==> config.mk <==
export PLATFORM = sky130hd
export DESIGN_NAME = agc_loop_sequencer_flat
export DESIGN_NICKNAME = d
export VERILOG_FILES = /design/src/rtl/agc_loop_sequencer_if.sv /design/src/rtl/agc_loop_sequencer.sv /design/src/flat_wrapper.sv
export SDC_FILE = /design/constraint.sdc
export NUM_CORES = 1
export LEC_CHECK = 0
export ABC_CLOCK_PERIOD_IN_PS = 9100
export BUFFER_PORTS_ARGS = -buffer_cell sky130_fd_sc_hd__buf_2
export CAP_MARGIN = 20
export CORE_ASPECT_RATIO = 0.6
export CORE_MARGIN = 1
export CORE_UTILIZATION = 64
export DETAILED_ROUTE_END_ITERATION = 8
export PLACE_DENSITY_LB_ADDON = 0.15
export SLEW_MARGIN = 20
export SYNTH_ARGS = -nofsm -noshare
export SYNTH_HDL_FRONTEND = slang
export SYNTH_SLANG_ARGS = --single-unit
==> constraint.sdc <==
create_clock -name wb_clk_i -period 9.1 [get_ports wb_clk_i]
set_input_delay 1.82 -clock wb_clk_i [delete_from_list [all_inputs] [get_ports wb_clk_i]]
set_output_delay 1.82 -clock wb_clk_i [all_outputs]
set_load 0.05 [all_outputs]
==> src/rtl/agc_loop_sequencer_if.sv <==
// Wishbone master/slave bundle between the AGC loop sequencer
// and one channel's AGC register block.
interface agc_loop_sequencer_if;
    logic        m_wb_cyc_o;
    logic        m_wb_stb_o;
    logic        m_wb_we_o;
    logic [7:0]  m_wb_adr_o;
    logic [31:0] m_wb_dat_o;
    logic [3:0]  m_wb_sel_o;
    logic [31:0] m_wb_dat_i;
    logic        m_wb_ack_i;
    logic        m_wb_err_i;

    modport master (
        output m_wb_cyc_o, m_wb_stb_o, m_wb_we_o,
        output m_wb_adr_o, m_wb_dat_o, m_wb_sel_o,
        input  m_wb_dat_i, m_wb_ack_i, m_wb_err_i
    );

    modport slave (
        input  m_wb_cyc_o, m_wb_stb_o, m_wb_we_o,
        input  m_wb_adr_o, m_wb_dat_o, m_wb_sel_o,
        output m_wb_dat_i, m_wb_ack_i, m_wb_err_i
    );
endinterface

==> src/rtl/agc_loop_sequencer.sv <==
// Autonomous Wishbone master closing the AGC gain/offset loop:
// init, then tick / poll / read accumulators / adjust / load per iteration.
module agc_loop_sequencer #(
    parameter int POLL_LIMIT = 1024,
    parameter int ITER_BITS  = 8
) (
    input  logic                 wb_clk_i,
    input  logic                 wb_rst_i,
    input  logic                 start_i,
    input  logic                 stop_i,
    input  logic [ITER_BITS-1:0] iterations_i,
    input  logic [24:0]          target_sq_i,
    input  logic [24:0]          sq_tol_i,
    input  logic [20:0]          ofs_tol_i,
    input  logic [16:0]          scale_step_i,
    input  logic [15:0]          offset_step_i,
    input  logic [16:0]          init_scale_i,
    input  logic [15:0]          init_offset_i,
    agc_loop_sequencer_if.master m_wb,
    output logic                 busy_o,
    output logic                 done_o,
    output logic                 converged_o,
    output logic                 error_o,
    output logic [16:0]          scale_o,
    output logic [15:0]          offset_o,
    output logic [ITER_BITS-1:0] iter_o
);
    localparam int PW = $clog2(POLL_LIMIT + 1);

    typedef enum logic [3:0] {
        S_IDLE, S_INIT_RST, S_INIT_SC, S_INIT_OF, S_INIT_LD,
        S_TICK, S_POLL, S_RD_SQ, S_RD_GT, S_RD_LT, S_CALC,
        S_WR_SC, S_WR_OF, S_WR_LD, S_FINISH
    } state_t;

    state_t r_state, w_nxt;

    logic                 r_gap, r_stop_pend, r_conv, r_converged, r_error;
    logic [PW-1:0]        r_poll;
    logic [24:0]          r_sq;
    logic [20:0]          r_gt, r_lt;
    logic [16:0]          r_scale;
    logic [15:0]          r_offset;
    logic [ITER_BITS-1:0] r_iter;

    logic                 w_bus_st, w_cyc, w_ack, w_err, w_xfer_end;
    logic                 w_halt, w_done_bit, w_timeout;
    logic [PW-1:0]        w_poll_nxt;
    logic [ITER_BITS-1:0] w_iter_nxt;
    logic                 w_we;
    logic [7:0]           w_adr;
    logic [31:0]          w_dat;

    // r_gap forces the mandatory idle bus cycle after every response
    assign w_bus_st   = !(r_state inside {S_IDLE, S_CALC, S_FINISH});
    assign w_cyc      = w_bus_st && !r_gap;
    assign w_ack      = w_cyc && m_wb.m_wb_ack_i;
    assign w_err      = w_cyc && m_wb.m_wb_err_i;
    assign w_xfer_end = w_ack || w_err;
    assign w_halt     = (stop_i || r_stop_pend) && (!w_cyc || w_xfer_end)
                        && (r_state != S_FINISH);
    assign w_done_bit = m_wb.m_wb_dat_i[1];
    assign w_poll_nxt = r_poll + 1'b1;
    assign w_timeout  = (r_state == S_POLL) && w_ack && !w_done_bit
                        && (w_poll_nxt == PW'(POLL_LIMIT));
    assign w_iter_nxt = r_iter + 1'b1;

    logic [25:0]        w_sq_hi;
    logic               w_sc_dn, w_sc_up;
    logic [17:0]        w_sc_sum;
    logic [16:0]        w_sc_new;
    logic signed [21:0] w_diff, w_tol;
    logic               w_of_dn, w_of_up;
    logic signed [17:0] w_of_ext, w_of_stp, w_of_sum, w_of_dif;
    logic [15:0]        w_of_new;

    assign w_sq_hi  = {1'b0, target_sq_i} + {1'b0, sq_tol_i};
    assign w_sc_dn  = {1'b0, r_sq} > w_sq_hi;
    assign w_sc_up  = (sq_tol_i <= target_sq_i)
                      && (r_sq < target_sq_i - sq_tol_i);
    assign w_sc_sum = {1'b0, r_scale} + {1'b0, scale_step_i};
    assign w_diff   = {1'b0, r_gt} - {1'b0, r_lt};
    assign w_tol    = {1'b0, ofs_tol_i};
    assign w_of_dn  = w_diff > w_tol;
    assign w_of_up  = w_diff < -w_tol;
    assign w_of_ext = {{2{r_offset[15]}}, r_offset};
    assign w_of_stp = {2'b00, offset_step_i};
    assign w_of_sum = w_of_ext + w_of_stp;
    assign w_of_dif = w_of_ext - w_of_stp;

    always_comb begin
        w_sc_new = r_scale;
        if (w_sc_dn)
            w_sc_new = (r_scale < scale_step_i) ? '0 : r_scale - scale_step_i;
        else if (w_sc_up)
            w_sc_new = w_sc_sum[17] ? 17'h1FFFF : w_sc_sum[16:0];
    end

    always_comb begin
        w_of_new = r_offset;
        if (w_of_dn)
            w_of_new = (w_of_dif < -18'sd32768) ? 16'h8000 : w_of_dif[15:0];
        else if (w_of_up)
            w_of_new = (w_of_sum > 18'sd32767) ? 16'h7FFF : w_of_sum[15:0];
    end

    always_ff @(posedge wb_clk_i or posedge wb_rst_i) begin
        if (wb_rst_i) r_state <= S_IDLE;
        else          r_state <= w_nxt;
    end

    always_comb begin
        w_nxt = r_state;
        if (r_state == S_IDLE) begin
            if (start_i && !stop_i) w_nxt = S_INIT_RST;
        end else if (w_halt || w_err || w_timeout) begin
            w_nxt = S_IDLE;
        end else begin
            unique case (r_state)
                S_INIT_RST: if (w_ack) w_nxt = S_INIT_SC;
                S_INIT_SC:  if (w_ack) w_nxt = S_INIT_OF;
                S_INIT_OF:  if (w_ack) w_nxt = S_INIT_LD;
                S_INIT_LD:  if (w_ack)
                    w_nxt = (iterations_i == '0) ? S_FINISH : S_TICK;
                S_TICK:     if (w_ack) w_nxt = S_POLL;
                S_POLL:     if (w_ack && w_done_bit) w_nxt = S_RD_SQ;
                S_RD_SQ:    if (w_ack) w_nxt = S_RD_GT;
                S_RD_GT:    if (w_ack) w_nxt = S_RD_LT;
                S_RD_LT:    if (w_ack) w_nxt = S_CALC;
                S_CALC:     w_nxt = S_WR_SC;
                S_WR_SC:    if (w_ack) w_nxt = S_WR_OF;
                S_WR_OF:    if (w_ack) w_nxt = S_WR_LD;
                S_WR_LD:    if (w_ack)
                    w_nxt = (r_conv || w_iter_nxt == iterations_i)
                            ? S_FINISH : S_TICK;
                S_FINISH:   w_nxt = S_IDLE;
                default:    w_nxt = S_IDLE;
            endcase
        end
    end

    always_comb begin
        w_we  = 1'b1;
        w_adr = 8'h00;
        w_dat = 32'h0;
        unique case (r_state)
            S_INIT_RST:         w_dat = 32'h4;
            S_INIT_SC, S_WR_SC: begin w_adr = 8'h10; w_dat = {15'h0, r_scale}; end
            S_INIT_OF, S_WR_OF: begin w_adr = 8'h14; w_dat = {16'h0, r_offset}; end
            S_INIT_LD, S_WR_LD: w_dat = 32'h700;
            S_TICK:             w_dat = 32'h1;
            S_POLL:             w_we  = 1'b0;
            S_RD_SQ:            begin w_we = 1'b0; w_adr = 8'h04; end
            S_RD_GT:            begin w_we = 1'b0; w_adr = 8'h08; end
            S_RD_LT:            begin w_we = 1'b0; w_adr = 8'h0C; end
            default:            w_we  = 1'b0;
        endcase
    end

    always_ff @(posedge wb_clk_i or posedge wb_rst_i) begin
        if (wb_rst_i) begin
            r_gap       <= 1'b0;
            r_stop_pend <= 1'b0;
            r_conv      <= 1'b0;
            r_converged <= 1'b0;
            r_error     <= 1'b0;
            r_poll      <= '0;
            r_sq        <= '0;
            r_gt        <= '0;
            r_lt        <= '0;
            r_scale     <= '0;
            r_offset    <= '0;
            r_iter      <= '0;
        end else begin
            r_gap <= w_xfer_end;
            if (r_state == S_IDLE) begin
                r_stop_pend <= 1'b0;
                if (w_nxt == S_INIT_RST) begin
                    r_scale     <= init_scale_i;
                    r_offset    <= init_offset_i;
                    r_iter      <= '0;
                    r_conv      <= 1'b0;
                    r_converged <= 1'b0;
                    r_error     <= 1'b0;
                end
            end else begin
                if (stop_i) r_stop_pend <= 1'b1;
                if (w_nxt == S_IDLE && r_state != S_FINISH) r_error <= 1'b1;
                if (r_state == S_FINISH) r_converged <= r_conv;
            end
            if (r_state == S_TICK) r_poll <= '0;
            if (r_state == S_POLL && w_ack && !w_done_bit) r_poll <= w_poll_nxt;
            if (r_state == S_RD_SQ && w_ack) r_sq <= m_wb.m_wb_dat_i[24:0];
            if (r_state == S_RD_GT && w_ack) r_gt <= m_wb.m_wb_dat_i[20:0];
            if (r_state == S_RD_LT && w_ack) r_lt <= m_wb.m_wb_dat_i[20:0];
            if (r_state == S_CALC) begin
                r_scale  <= w_sc_new;
                r_offset <= w_of_new;
                r_conv   <= (w_sc_new == r_scale) && (w_of_new == r_offset);
            end
            if (r_state == S_WR_LD && w_ack) r_iter <= w_iter_nxt;
        end
    end

    assign m_wb.m_wb_cyc_o = w_cyc;
    assign m_wb.m_wb_stb_o = w_cyc;
    assign m_wb.m_wb_we_o  = w_we;
    assign m_wb.m_wb_adr_o = w_adr;
    assign m_wb.m_wb_dat_o = w_dat;
    assign m_wb.m_wb_sel_o = 4'hF;

    assign busy_o      = (r_state != S_IDLE);
    assign done_o      = (r_state == S_FINISH);
    assign converged_o = r_converged;
    assign error_o     = r_error;
    assign scale_o     = r_scale;
    assign offset_o    = r_offset;
    assign iter_o      = r_iter;
endmodule

==> src/flat_wrapper.sv <==
// flat-port wrapper written by rule: the top's interface ports become plain ports
module agc_loop_sequencer_flat 
#(
    parameter int POLL_LIMIT = 1024,
    parameter int ITER_BITS  = 8
)
  (wb_clk_i, wb_rst_i, start_i, stop_i, iterations_i, target_sq_i, sq_tol_i, ofs_tol_i, scale_step_i, offset_step_i, init_scale_i, init_offset_i, busy_o, done_o, converged_o, error_o, scale_o, offset_o, iter_o, m_wb_m_wb_cyc_o, m_wb_m_wb_stb_o, m_wb_m_wb_we_o, m_wb_m_wb_adr_o, m_wb_m_wb_dat_o, m_wb_m_wb_sel_o, m_wb_m_wb_dat_i, m_wb_m_wb_ack_i, m_wb_m_wb_err_i);
  agc_loop_sequencer_if m_wb_i ();
  input  logic wb_clk_i;
  input  logic wb_rst_i;
  input  logic start_i;
  input  logic stop_i;
  input  logic [ITER_BITS-1:0] iterations_i;
  input  logic [24:0] target_sq_i;
  input  logic [24:0] sq_tol_i;
  input  logic [20:0] ofs_tol_i;
  input  logic [16:0] scale_step_i;
  input  logic [15:0] offset_step_i;
  input  logic [16:0] init_scale_i;
  input  logic [15:0] init_offset_i;
  output logic busy_o;
  output logic done_o;
  output logic converged_o;
  output logic error_o;
  output logic [16:0] scale_o;
  output logic [15:0] offset_o;
  output logic [ITER_BITS-1:0] iter_o;
  output wire logic [$bits(m_wb_i.m_wb_cyc_o)-1:0] m_wb_m_wb_cyc_o;
  output wire logic [$bits(m_wb_i.m_wb_stb_o)-1:0] m_wb_m_wb_stb_o;
  output wire logic [$bits(m_wb_i.m_wb_we_o)-1:0] m_wb_m_wb_we_o;
  output wire logic [$bits(m_wb_i.m_wb_adr_o)-1:0] m_wb_m_wb_adr_o;
  output wire logic [$bits(m_wb_i.m_wb_dat_o)-1:0] m_wb_m_wb_dat_o;
  output wire logic [$bits(m_wb_i.m_wb_sel_o)-1:0] m_wb_m_wb_sel_o;
  input wire logic [$bits(m_wb_i.m_wb_dat_i)-1:0] m_wb_m_wb_dat_i;
  input wire logic [$bits(m_wb_i.m_wb_ack_i)-1:0] m_wb_m_wb_ack_i;
  input wire logic [$bits(m_wb_i.m_wb_err_i)-1:0] m_wb_m_wb_err_i;
  assign m_wb_m_wb_cyc_o = m_wb_i.m_wb_cyc_o;
  assign m_wb_m_wb_stb_o = m_wb_i.m_wb_stb_o;
  assign m_wb_m_wb_we_o = m_wb_i.m_wb_we_o;
  assign m_wb_m_wb_adr_o = m_wb_i.m_wb_adr_o;
  assign m_wb_m_wb_dat_o = m_wb_i.m_wb_dat_o;
  assign m_wb_m_wb_sel_o = m_wb_i.m_wb_sel_o;
  assign m_wb_i.m_wb_dat_i = m_wb_m_wb_dat_i;
  assign m_wb_i.m_wb_ack_i = m_wb_m_wb_ack_i;
  assign m_wb_i.m_wb_err_i = m_wb_m_wb_err_i;
  agc_loop_sequencer #(.POLL_LIMIT(POLL_LIMIT), .ITER_BITS(ITER_BITS)) u_core (.wb_clk_i(wb_clk_i), .wb_rst_i(wb_rst_i), .start_i(start_i), .stop_i(stop_i), .iterations_i(iterations_i), .target_sq_i(target_sq_i), .sq_tol_i(sq_tol_i), .ofs_tol_i(ofs_tol_i), .scale_step_i(scale_step_i), .offset_step_i(offset_step_i), .init_scale_i(init_scale_i), .init_offset_i(init_offset_i), .m_wb(m_wb_i), .busy_o(busy_o), .done_o(done_o), .converged_o(converged_o), .error_o(error_o), .scale_o(scale_o), .offset_o(offset_o), .iter_o(iter_o));
endmodule
After elaboration in Yosys (flattened, before gate mapping):

Cells that the tools add are included.

* $add $sub $neg: 10
* order comparisons: 8
* equality and inequality tests: 21
* multiplexer cells: 49
* reduce and logical (&&, ||, !) cells: 49

Operator list (number)
* $mux 17: 7
* $mux 16: 7
* $pmux 17 s5: 1
* $mux 4: 17
* $pmux 4 s13: 1
* $eq 4x4->1 const B: 7
* $add 25x25->26: 1
* $gt 25x26->1: 1
* $le 25x25->1: 1
* $lt 25x25->1: 1
* $pmux 5 s5: 1
* $sub 25x25->25: 1
* $mux 8: 3
* $gt 22x22->1: 1
* $lt 22x22->1: 1
* $mux 11: 2
* $neg 21->22: 1
* $sub 21x21->22: 1
* $add 16x17->18: 1
* $add 17x17->18: 1
* $gt 18x16->1 const B: 1
* $lt 18x16->1 const B: 1
* $sub 16x17->18: 1
* $eq 17x17->1: 1
* other kinds (24): 76

* bits in registers: 128
* input port bits: 183
* output and inout bits: 92
* logic and storage cells: 150

Logic depth before layout (Yosys ltp):

* depth in word-level cells: 17
* mapped depth: 30
* depth with buffers taken out: 29

Worst setup path before layout:

Ideal clock, no wire load.

* path type: input -> register
* start point: in target_sq_i[0]
* end point: reg u_core.r_conv
* setup time: 92 ps
* arrival time: 6855 ps
* required time: 9008 ps
* path slack: 2153 ps
* cell stages on the path: 28
* path buffers: 1
* cell sequence: ha_1 -> inv_1 -> fa_1 -> o21bai_1 -> a21o_1 -> a21oi_1 -> o31ai_1 -> a21oi_1 -> o211ai_1 -> a31o_2 -> a21oi_1 -> o31ai_1 -> a21oi_1 -> o21ai_0 -> xor2_1 -> ha_1 -> nand4_1 -> nor4_1 -> o31a_1 -> o211ai_1 -> or2_1 -> buf_6 -> or3_1 -> nand3_1 -> nand4b_1 -> nor4_1 -> nand4_1 -> o31ai_2

* cells in the longest elaborated chain, start to end: 8
* elaborated cells on any way between the ends: 11
* classes of those cells: 2 x add/sub; 3 x order compare; 1 x eq/ne; 3 x mux; 2 x reduce/logical

Ends and longest elaborated chain
* start, declared: RTL line flat_wrapper.sv:14 `input logic [24:0] target_sq_i;`
* $sub 25x25->25: RTL line agc_loop_sequencer.sv:80 `&& (r_sq < target_sq_i - sq_tol_i);`
* $lt 25x25->1: RTL line agc_loop_sequencer.sv:80
* $logic_and 1x1->1: RTL line agc_loop_sequencer.sv:80
* $mux 17: RTL line agc_loop_sequencer.sv:95 `else if (w_sc_up)`
* $mux 17 (*): RTL line agc_loop_sequencer.sv:93 `if (w_sc_dn)`
* $eq 17x17->1 (*): RTL line agc_loop_sequencer.sv:199 `r_conv <= (w_sc_new == r_scale) && (w_of_new == r_offset);`
* $logic_and 1x1->1 (*): RTL line agc_loop_sequencer.sv:199
* $mux 1 (*): RTL line agc_loop_sequencer.sv:196 `if (r_state == S_CALC) begin`
* end signal, assigned: RTL line agc_loop_sequencer.sv:199
* end, declared: RTL line agc_loop_sequencer.sv:38 `logic r_gap, r_stop_pend, r_conv, r_converged, r_error;`

Mark *: on every way between the ends. The rest lies on a longest branch, timed or not.
A chain may end at the register's enable or synchronous reset.

Worst setup path after layout:

* start point: in sq_tol_i[0]
* end point: reg u_core.r_conv

* cells in the longest elaborated chain, start to end: 8
* elaborated cells on any way between the ends: 11
* classes of those cells: 2 x add/sub; 3 x order compare; 1 x eq/ne; 3 x mux; 2 x reduce/logical

Ends and longest elaborated chain
* start, declared: RTL line flat_wrapper.sv:15 `input logic [24:0] sq_tol_i;`
* $sub 25x25->25: RTL line agc_loop_sequencer.sv:80
* $lt 25x25->1: RTL line agc_loop_sequencer.sv:80
* $logic_and 1x1->1: RTL line agc_loop_sequencer.sv:80
* $mux 17: RTL line agc_loop_sequencer.sv:95
* $mux 17 (*): RTL line agc_loop_sequencer.sv:93
* $eq 17x17->1 (*): RTL line agc_loop_sequencer.sv:199
* $logic_and 1x1->1 (*): RTL line agc_loop_sequencer.sv:199
* $mux 1 (*): RTL line agc_loop_sequencer.sv:196

Marks and branches as above.

==> results by group <==
Run status
  – Outcome: completed

Synthesis
  – Synth Flop Type: dfrtp_1
  – Flops & latches, synth: ~130
  – Cell Area, Synth: 17,100 um^2
  – Gate Count Post-Synth: 2,160
  – Avg Cell Area, Syn: 7.92 um^2
  – FFs w/ async S/R, synth: 100%
  – Seq/Total Area, Yosys: 18.7%
  – EDFF count, synth: 0
  – Netlist cell types: roughly 90
  – YS warnings: 0

Flow run
  – MaxCap Viol Count: 0

Timing
  – Worst Max-Slew Pin Slew: 1.10 ns
  – Max frequency: 0.122 GHz
  – TNS Setup: 0 ns
  – Fin. Hold Viols: 0
  – Setup Skew: 0.00747 ns
  – Final worst-path cycle share: 89.8%
  – Worst slew margin: 26.6%
  – Final Critical Period: 8.18 ns
  – RSZ-0062 raised after global routing: no
  – # setup viols final: 0
  – Max Slew Vio Count: 0

Worst setup path
  – FF-to-FF End: u_core.r_conv
  – R2R Setup Slk: between 2 and 2.5 ns
  – CP bufs+invs: 2
  – Most used cell, CP: a21oi_1
  – Worst reg2reg path depth: 29
  – FF-to-FF Start: u_core.r_gt[0]
  – CP endpoint kind: flip-flop
  – Crit Path Max Fanout: 8
  – Worst Path Arrival: 8.52 ns
  – Crit path kind: primary input to flip-flop
  – CP delay by family, top: compound AO/OA/AOI/OAI gates
  – Worst path required time: 9.44 ns
  – CP Launch Type: primary input
  – Critical path's slowest cell: nor4_1
  – CP peak stage delay: 0.56 ns

Clock network
  – TritonCTS clock tree: built
  – Clock Path Buffers: 2
  – Post-CTS resize count: 0
  – CTS H-Tree Depth: 4
  – Clk Latency, worst-skew pair: 0.43 ns
  – Clock transition at the registers of the reported paths: roughly 0.06 ns
  – Setup bufs post-CTS: 0
  – Root buf cell: clkbuf_16
  – CTS sink cnt: 128
  – Clock buffer count from CTS: 17
  – Hold Buf Count CTS: 0

Placement
  – Final GP Congestion: slightly below 1
  – Area post-placement: 18,400 um^2
  – IO buf count: 243
  – Post-DP HPWL: 44,200 um

Route
  – DRT Pass-1 Iters: 8
  – Total Wirelength: 56,400 um
  – DR WL/cell: a little over 20 um
  – DRC: 0
  – Vias: roughly 18k
  – Drt initial violations: 2,208
  – Avg Vias per Cell: 6.56
  – Final ANT Viol Nets: 0

Min path
  – Hold-critical path depth: 2
  – Worst Hold Launch: u_core.r_lt[1]
  – Hold path endpoint: u_core.r_lt[1]
  – Min-Delay Path Class: flip-flop to flip-flop

Global route
  – Total gr overflow: 0
  – Vias in the first global route: 16.2k
  – Gr usage total: 40.7%
  – Largest net degree at the start of global routing: between 80 and 90
  – First-pass GRT wire length: 87,600 um
  – Initial antenna violation count: 6

Floorplan
  – I/O pins: approximately 280
  – Die width: 213 um
  – Initial core utilization: 66.3%
  – Die height: 129 um
  – Row cnt: 45
  – Die area: 27,400 um^2
  – Placeable Area: 25,800 um^2

Final layout
  – Syn-to-layout area delta: 11.2%
  – Fillers: 2,014
  – Commonest non-fill, non-tap cell in the layout: buf_2
  – Final Cell Area: 19,000 um^2
  – Core Util, Final: 73.7%
  – Fraction of final layout cells sized beyond drive strength 1: 16.9%
  – Final Net Count: between 2k and 3k
  – Commonest non-fill, non-tap cells in the layout: buf_2 (243), ha_1 (233), inv_1 (187), nor2_1 (176), a21oi_1 (176)

Pwr
  – Worst VDD drop: approximately 130 uV
  – PwrDens: 147 nW/um^2
  – Overall Power: 2.79 mW
  – P_leak: 9.41 nW
-- power by group --
group / switching, mW / internal [mW]
sequential: 0.106 / 0.596
clock: 0.276 / 0.421
combinational: 0.892 / 0.498
-- Yosys cell counts, types with 15 or more instances --
| master | instances | area [um^2] |
|---|---|---|
| a211oi_1 | 19 | 143 |
| a21o_1 | 32 | 240 |
| a21oi_1 | 176 | 881 |
| a221o_1 | 16 | 160 |
| a22oi_1 | 22 | 165 |
| a31oi_1 | 17 | 106 |
| and3_1 | 17 | 106 |
| buf_2 | 16 | 80.1 |
| buf_4 | 27 | 203 |
| clkbuf_1 | 54 | 203 |
| dfrtp_1 | 128 | 3200 |
| ha_1 | 233 | 2920 |
| inv_1 | 188 | 706 |
| mux2_2 | 66 | 743 |
| nand2_1 | 128 | 480 |
| nand2b_1 | 32 | 200 |
| nand3_1 | 51 | 255 |
| nand4_1 | 34 | 213 |
| nor2_1 | 177 | 664 |
| nor2b_1 | 32 | 200 |
| nor3_1 | 39 | 195 |
| nor4_1 | 19 | 119 |
| o211ai_1 | 22 | 165 |
| o21a_1 | 15 | 113 |
| o21ai_0 | 147 | 736 |
| o21bai_1 | 25 | 188 |
| o31ai_1 | 17 | 128 |
| or3_1 | 18 | 113 |
| xnor2_1 | 121 | 1060 |
| xor2_1 | 29 | 254 |
-- final cells by class --
type	count	area [um^2]	share of cell area, %
Inverter	191	719	3.78
Sequential cell	128	3200	16.8
Timing Repair Buffer	255	1310	6.89
Antenna cell	5	12.5	0.0658
Tap cell	352	440	2.32
Multi-Input combinational cell	1753	12700	67.0
Clock buffer	21	460	2.42
Clock inverter	11	133	0.697
-- worst min-delay path, stage by stage, from the launching register on --
cell and delay [ns]:
dfrtp_1 0.34, nand2_1 0.05, o21ai_0 0.06
-- worst max-delay path by stage --
stage,from,slack [ns],cells past startpoint,to
detailed placement,target_sq_i[0],0.81,28,u_core.r_conv
CTS,target_sq_i[0],1.22,28,u_core.r_conv
global route,sq_tol_i[0],0.61,28,u_core.r_conv
global placement,target_sq_i[0],1.01,28,u_core.r_conv
finish,sq_tol_i[0],0.92,28,u_core.r_conv
floorplan,target_sq_i[0],2.15,28,u_core.r_conv
-- registers in the layout, summed over array words and instances (netlist names) --
| register | flops |
|---|---|
| u_core.r_sq | 25 |
| u_core.r_gt | 21 |
| u_core.r_lt | 21 |
| u_core.scale_o | 17 |
| u_core.offset_o | 16 |
| u_core.r_poll | 11 |
| u_core.iter_o | 8 |
| u_core.r_state | 4 |
| u_core.converged_o | 1 |
| u_core.error_o | 1 |
| u_core.r_conv | 1 |
| u_core.r_gap | 1 |
| u_core.r_stop_pend | 1 |
-- stage by stage --
step | worst slack (ns) | std cells | hold WS, ns
detailed placement | 0.813 | 2679 | 0.467
floorplan | 2.15 | 2182 | 0.450
finish | 0.925 | 2716 | 0.489
global placement | 1.01 | 2679 | 0.464
global route | 0.608 | 2716 | 0.511
CTS | 1.22 | 2711 | 0.486
-- metal layers --
| layer | up-vias | wire length (um) | track usage [%] |
|---|---|---|---|
| met5 | - | 0 | 0 |
| met2 | 1158 | 23000 | 57.9 |
| met3 | 112 | 6850 | 8.15 |
| met4 | 0 | 1240 | 10.7 |
| met1 | 8384 | 25200 | 61.8 |
| li1 | 8166 | - | - |
-- cell families after synthesis --
logic type,share of synthesized area [%]
AOI/OAI and AO/OA,25.9
xor gates and xnor gates,7.68
adders and majority gates,17.9
buffers and inverters,7.40
DFF,18.7
muxes,4.64
other,0.0439
and+or+nand+nor,17.8
Note: power is estimated with default switching activity, not from simulation.
